**config.mk**
```make
export PLATFORM = sky130hd
export DESIGN_NAME = mode_sequencer
export DESIGN_NICKNAME = d
export VERILOG_FILES = /design/src/rtl/keshe_pkg.sv /design/src/rtl/key_edge.sv /design/src/rtl/mode_sequencer.sv
export SDC_FILE = /design/constraint.sdc
export NUM_CORES = 1
export LEC_CHECK = 0
export CAP_MARGIN = 20
export CORE_MARGIN = 2
export CORE_UTILIZATION = 30
export CTS_CLUSTER_SIZE = 12
export DETAILED_ROUTE_END_ITERATION = 10
export HOLD_SLACK_MARGIN = 0.06
export PLACE_DENSITY = 0.5
export RECOVER_POWER = 50
export SETUP_SLACK_MARGIN = 0.1
export SLEW_MARGIN = 20
export SYNTH_ARGS = -nofsm -noshare
export SYNTH_HDL_FRONTEND = slang
export SYNTH_SLANG_ARGS = --single-unit
```
**constraint.sdc**
```tcl
create_clock -name CP -period 1.7 [get_ports CP]
set_input_delay 0.17 -clock CP [delete_from_list [all_inputs] [get_ports CP]]
set_output_delay 0.17 -clock CP [all_outputs]
set_load 0.02 [all_outputs]
```
**src/rtl/keshe_pkg.sv**
```systemverilog
// rtl/keshe_pkg.sv - shared state, display-mode and buzzer-source codes for mode_sequencer
package keshe_pkg;

  // Sequencer states; the three countdown states all share the countdown display.
  typedef enum logic [2:0] {
    ST_CLK      = 3'd0,
    ST_SET_T    = 3'd1,
    ST_SET_A    = 3'd2,
    ST_CD_SET   = 3'd3,
    ST_CD_RUN   = 3'd4,
    ST_CD_PAUSE = 3'd5
  } state_t;

  // Display/data select codes.
  localparam logic [1:0] MODE_CLOCK     = 2'b00;
  localparam logic [1:0] MODE_SET_TIME  = 2'b01;
  localparam logic [1:0] MODE_SET_ALARM = 2'b10;
  localparam logic [1:0] MODE_COUNTDOWN = 2'b11;

  // Buzzer source codes.
  localparam logic [1:0] RING_CHIME = 2'b00;
  localparam logic [1:0] RING_ALARM = 2'b01;
  localparam logic [1:0] RING_CD    = 2'b10;
  localparam logic [1:0] RING_MUTED = 2'b11;

endpackage

```
**src/rtl/key_edge.sv**
```systemverilog
// rtl/key_edge.sv - two-flop synchronizer plus rising-edge detector for one raw button
module key_edge (
  input  logic CP,
  input  logic CR,
  input  logic key,
  output logic pulse
);

  logic sync_1;
  logic sync_2;
  logic sync_prev;

  // Bring the asynchronous level into the CP domain and keep one cycle of history.
  always_ff @(posedge CP) begin
    if (CR) begin
      sync_1    <= 1'b0;
      sync_2    <= 1'b0;
      sync_prev <= 1'b0;
    end else begin
      sync_1    <= key;
      sync_2    <= sync_1;
      sync_prev <= sync_2;
    end
  end

  // High for exactly one cycle per press, however long the button is held.
  assign pulse = sync_2 & ~sync_prev;

endmodule

```
**src/rtl/mode_sequencer.sv**
```systemverilog
// rtl/mode_sequencer.sv - button-driven mode FSM for clock, time/alarm set and countdown
module mode_sequencer
  import keshe_pkg::*;
#(
  parameter int TIMEOUT_S = 30
) (
  input  logic       CP,
  input  logic       CR,
  input  logic       TICK,
  input  logic       KEY_MODE,
  input  logic       LEAD,
  input  logic       EXPORT,
  input  logic       CS,
  input  logic       TC_ALARM,
  input  logic       TC_CD,
  output logic [1:0] MODE,
  output logic       LEAD_TIMER,
  output logic       LEAD_ALARM,
  output logic       EXPORT_SET,
  output logic       CD_LOAD,
  output logic       CD_RUN,
  output logic [1:0] RING
);

  // Idle count at which the next TICK ends the set mode.
  localparam logic [7:0] IDLE_LAST = 8'(TIMEOUT_S - 1);

  state_t     state;
  logic [7:0] idle_cnt;
  logic       export_pend;
  logic       tc_cd_d;
  logic       mute;

  logic       mode_ev;
  logic       lead_ev;
  logic       export_ev;
  logic       cs_ev;
  logic       fsm_ev;
  logic       any_ev;
  logic       idle_state;
  logic       timeout;
  logic       tc_cd_rise;

  key_edge u_key_mode (.CP(CP), .CR(CR), .key(KEY_MODE), .pulse(mode_ev));
  key_edge u_key_lead (.CP(CP), .CR(CR), .key(LEAD),     .pulse(lead_ev));
  key_edge u_key_exp  (.CP(CP), .CR(CR), .key(EXPORT),   .pulse(export_ev));
  key_edge u_key_cs   (.CP(CP), .CR(CR), .key(CS),       .pulse(cs_ev));

  assign fsm_ev     = mode_ev | lead_ev | export_ev;
  assign any_ev     = fsm_ev | cs_ev;
  assign idle_state = (state == ST_SET_T) || (state == ST_SET_A) || (state == ST_CD_SET);
  assign timeout    = idle_state && TICK && (idle_cnt == IDLE_LAST);
  assign tc_cd_rise = TC_CD & ~tc_cd_d;

  // Mode FSM with registered mode, pulse and run outputs; events are taken in
  // KEY_MODE > LEAD > EXPORT order and the lower ones that cycle are dropped.
  always_ff @(posedge CP) begin
    if (CR) begin
      state       <= ST_CLK;
      MODE        <= MODE_CLOCK;
      LEAD_TIMER  <= 1'b0;
      LEAD_ALARM  <= 1'b0;
      EXPORT_SET  <= 1'b0;
      CD_LOAD     <= 1'b0;
      CD_RUN      <= 1'b0;
      export_pend <= 1'b0;
      idle_cnt    <= 8'd0;
      tc_cd_d     <= 1'b0;
    end else begin
      LEAD_TIMER  <= 1'b0;
      LEAD_ALARM  <= 1'b0;
      CD_LOAD     <= 1'b0;
      // The entry export fires one cycle after entering a set mode, unless a
      // key event that same cycle produces its own pulse or moves the state on.
      EXPORT_SET  <= export_pend && !fsm_ev;
      export_pend <= 1'b0;
      tc_cd_d     <= TC_CD;

      if (tc_cd_rise) begin
        CD_RUN <= 1'b0;
      end

      if (any_ev || !idle_state || timeout) begin
        idle_cnt <= 8'd0;
      end else if (TICK) begin
        idle_cnt <= idle_cnt + 8'd1;
      end

      case (state)
        ST_CLK: begin
          if (mode_ev) begin
            state       <= ST_SET_T;
            MODE        <= MODE_SET_TIME;
            export_pend <= 1'b1;
          end
        end

        ST_SET_T: begin
          if (mode_ev) begin
            state       <= ST_SET_A;
            MODE        <= MODE_SET_ALARM;
            export_pend <= 1'b1;
          end else if (lead_ev) begin
            LEAD_TIMER <= 1'b1;
            state      <= ST_CLK;
            MODE       <= MODE_CLOCK;
          end else if (export_ev) begin
            EXPORT_SET <= 1'b1;
          end else if (timeout) begin
            state <= ST_CLK;
            MODE  <= MODE_CLOCK;
          end
        end

        ST_SET_A: begin
          if (mode_ev) begin
            state <= ST_CD_SET;
            MODE  <= MODE_COUNTDOWN;
            CD_RUN <= 1'b0;
          end else if (lead_ev) begin
            LEAD_ALARM <= 1'b1;
            state      <= ST_CLK;
            MODE       <= MODE_CLOCK;
          end else if (export_ev) begin
            EXPORT_SET <= 1'b1;
          end else if (timeout) begin
            state <= ST_CLK;
            MODE  <= MODE_CLOCK;
          end
        end

        ST_CD_SET: begin
          if (mode_ev) begin
            state <= ST_CLK;
            MODE  <= MODE_CLOCK;
          end else if (lead_ev) begin
            CD_LOAD <= 1'b1;
            CD_RUN  <= 1'b1;
            state   <= ST_CD_RUN;
          end else if (timeout) begin
            state <= ST_CLK;
            MODE  <= MODE_CLOCK;
          end
        end

        ST_CD_RUN: begin
          // Leaving to the clock display keeps the countdown running behind it.
          if (mode_ev) begin
            state <= ST_CLK;
            MODE  <= MODE_CLOCK;
          end else if (export_ev) begin
            state  <= ST_CD_PAUSE;
            CD_RUN <= 1'b0;
          end else if (tc_cd_rise) begin
            state <= ST_CD_SET;
          end
        end

        ST_CD_PAUSE: begin
          if (mode_ev) begin
            state <= ST_CLK;
            MODE  <= MODE_CLOCK;
          end else if (lead_ev) begin
            state  <= ST_CD_RUN;
            CD_RUN <= 1'b1;
          end else if (export_ev) begin
            state  <= ST_CD_SET;
            CD_RUN <= 1'b0;
          end
        end

        default: begin
          state <= ST_CLK;
          MODE  <= MODE_CLOCK;
        end
      endcase
    end
  end

  // Buzzer source select; a CS press mutes the current ring requests until both drop.
  always_ff @(posedge CP) begin
    if (CR) begin
      mute <= 1'b0;
      RING <= RING_CHIME;
    end else if (!(TC_ALARM || TC_CD)) begin
      mute <= 1'b0;
      RING <= RING_CHIME;
    end else if (mute || cs_ev) begin
      mute <= 1'b1;
      RING <= RING_MUTED;
    end else if (TC_CD) begin
      RING <= RING_CD;
    end else begin
      RING <= RING_ALARM;
    end
  end

endmodule

```
==> out/metrics.csv <==
stage,metric,value,unit
clock_network,cts_buffer_depth,2,
sta,slew_headroom,63.1,%
routing,finalWirelength,3560,µm
cells_and_area,n_fill_cell,533,
cells_and_area,multiInputGateArea,823,µm²
synthesis,ys_seq_area_share,44.5,%
routing,post-route-drc-count,0,
setup_path,critPathMaxFanout,12,
clock_network,path_clk_slew,70,ps
grt,grt_use_total,13.4,%
sta,skew,4.50,ps
floorplanning,initial_core_util,31.0,%
floorplanning,num_rows,26,
floorplanning,die_h,76.4,µm
routing,viasPerCell,4.84,
job,drv_cap,0,
clock_network,htreeDepth,2,
routing,num_vias,1341,
sta,final.period_utilization,88.7,%
hold_path,hp-class,in2reg,
place,routabilityCongestion,0.804,
grt,antenna_found_initial,0,
sta,rsz0062_at_grt,yes,
pwr,combPwrFrac,10.0,%
cells_and_area,diodes,0,
sta,fin_ws,192,ps
synthesis,synth-main-ff-cell,dfxtp_1,
sta,tightest_slew,553,ps
status,status,"finished, final reports clean",
grt,grt_pass1_vias,1374,
synthesis,synthTopCellsByCount,"dfxtp_1, nor2_1, nor2b_1",
routing,drtIter0Drc,90,
grt,grt.overflow.total,0,
clock_network,numClockSinks,35,
setup_path,crit_path_end_kind,flop,
pwr,pwr-share-clk,36.3,%
sta,fmax,663,MHz
floorplanning,boundaryPins,18,
floorplanning,die_w,76.4,µm
clock_network,post-cts-setup-buffer-count,0,
clock_network,cts-root-buf,clkbuf_8,
clock_network,cts_hold_buf,0,
synthesis,synth_most_common_cell,dfxtp_1,
sta,slew_viol_final,0,
synthesis,yosys_warnings,0,
synthesis,synth_cell_types,43,
routing,wl_per_cell,12.8,µm
grt,grt_first_pass_wirelength,6260,µm
sta,finalSetupViolCount,0,
floorplanning,die-area,5840,µm²
pwr,p_leak,0.725,nW
cells_and_area,nets,217,
pwr,switchingPower,0.000386,W
synthesis,yosys_register_bits,35,
pwr,seq_power_share,53.8,%
synthesis,synth_area,1570,µm²
grt,grt_max_degree,13,
place,pre_cts_ws,-101,ps
floorplanning,core-area,5070,µm²
routing,firstDrtPassIters,4,
pwr,power.internal,0.00121,W
sta,timing.final.crit_period,1510,ps
place,dp_hpwl,2650,µm
setup_path,critPathRequiredTime,1870,ps
pwr,p_per_area,799,nW/µm²
place,port_buffers,17,
setup_path,critical_path_arrival,1680,ps
clock_network,clock_latency,290,ps
synthesis,synth_nets,186,
sta,hold_viol,0,
synthesis,synth_area_leaders,"dfxtp_1, nor2b_1, nor2_1, nand2b_1, nand2_1",
clock_network,cts_tree,built,
synthesis,synth_top_area_share,44.5,%
synthesis,synth-edff-count,0,
pwr,fin_total_pwr,0.00159,W
synthesis,avgSynthCellArea,8.99,µm²
setup_path,crit_type,in2reg,
routing,antenna_left,0,
synthesis,netlist_instances,175,
synthesis,yosysTopAreaCell,dfxtp_1,
setup_path,startpoint_type,primary input,
cells_and_area,seqCellArea,706,µm²
pwr,swShare,24.2,%
synthesis,async_reset_ff_share,0,%
pwr,ir_drop,467,µV
cells_and_area,drive_gt1_share,16.9,%
clock_network,numCtsBuffers,5,
cells_and_area,area_delta_synth_final,26.6,%
power groups by stage:
stage | logic, W | clock network, W | registers (W)
floorplan | 0.0000904 | 0 | 0.000875
global placement | 0.000159 | 0 | 0.000874
detailed placement | 0.000159 | 0 | 0.000874
CTS | 0.000162 | 0.000593 | 0.000855
global route | 0.000177 | 0.000630 | 0.000858
finish | 0.000159 | 0.000577 | 0.000856
path summary, 6_finish.rpt:
| check | from | endpoint | slack, ps | cells after the start |
|---|---|---|---|---|
| worst max-delay path | CR | RING[0] | 190 | 5 |
| worst min-delay path | KEY_MODE | u_key_mode.sync_1 | 430 | 2 |
| worst max register to register | idle_cnt[2] | MODE[0] | 210 | 5 |
| worst min register to register | u_key_mode.sync_1 | u_key_mode.sync_2 | 440 | 1 |
cell type report:
class / count / area share (%)
clock buffers: 7 / 3.83
clock inverters: 1 / 0.251
inverters: 3 / 0.565
multi-input cells: 128 / 41.3
flip-flops and latches: 35 / 35.4
well taps: 70 / 4.40
repair buffers: 33 / 14.2
cell usage in the layout (no fill, tap or decap), types with 4 or more instances in the layout:
cell             count
nor3_1               6
nor2b_1             17
dfxtp_2              4
clkbuf_8             5
a21oi_1              7
dfxtp_1             31
nand2_1             13
clkbuf_1             4
nor2_1              20
buf_4               13
xor2_1               5
nand2b_1             8
clkdlybuf4s50_1     16
registers in the layout, indices dropped and copies added (netlist names), 2 cells and up:
name and cells:
MODE 2, state 3, RING 2, idle_cnt 8
critical path, stage by stage:
cell and delay [ps]:
dlygate4sd3_1 640, clkbuf_4 170, clkbuf_1 430, o21bai_1 210
a21oi_1 60
routing by layer:
metal  track usage, %  part of all wire (%)
met1             17.1                    49
met2             21.5                    46
met3             3.20                   3.0
met4             5.82                   1.2
met5                0                     0
stage by stage:
stage | instance area, µm² | std cells | TNS (ps) | hold slack [ps] | utilization, %
final | 1990 | 277 | 0 | 431 | 39.3
after detailed placement | 1900 | 269 | -769 | 426 | 37.4
after CTS | 1990 | 277 | 0 | 426 | 39.1
after global placement | 1900 | 269 | -277 | 418 | 37.4
after floorplan | 1570 | 175 | 0 | 242 | -
after global routing | 1990 | 277 | 0 | 441 | 39.3
repair_timing:
action	4_1_cts	5_1_grt
resized for setup	1	7
pin swaps	0	1
setup endpoints to repair	1	9
kinds of logic (layout without fill, tap and decap cells):
group                    Yosys count  count (layout)  share of synthesized area [%]
AND/OR/NAND/NOR                   84              84                           29.0
adder cells (fa/ha/maj)            2               2                           1.59
AO/OA/AOI/OAI                     32              32                           14.9
multiplexers                       2               2                           1.27
flip-flops                        35              35                           44.5
XOR/XNOR                           8               8                           4.45
buffers and inverters             12              44                           4.21
No activity file was read; power rests on OpenSTA's default activity.
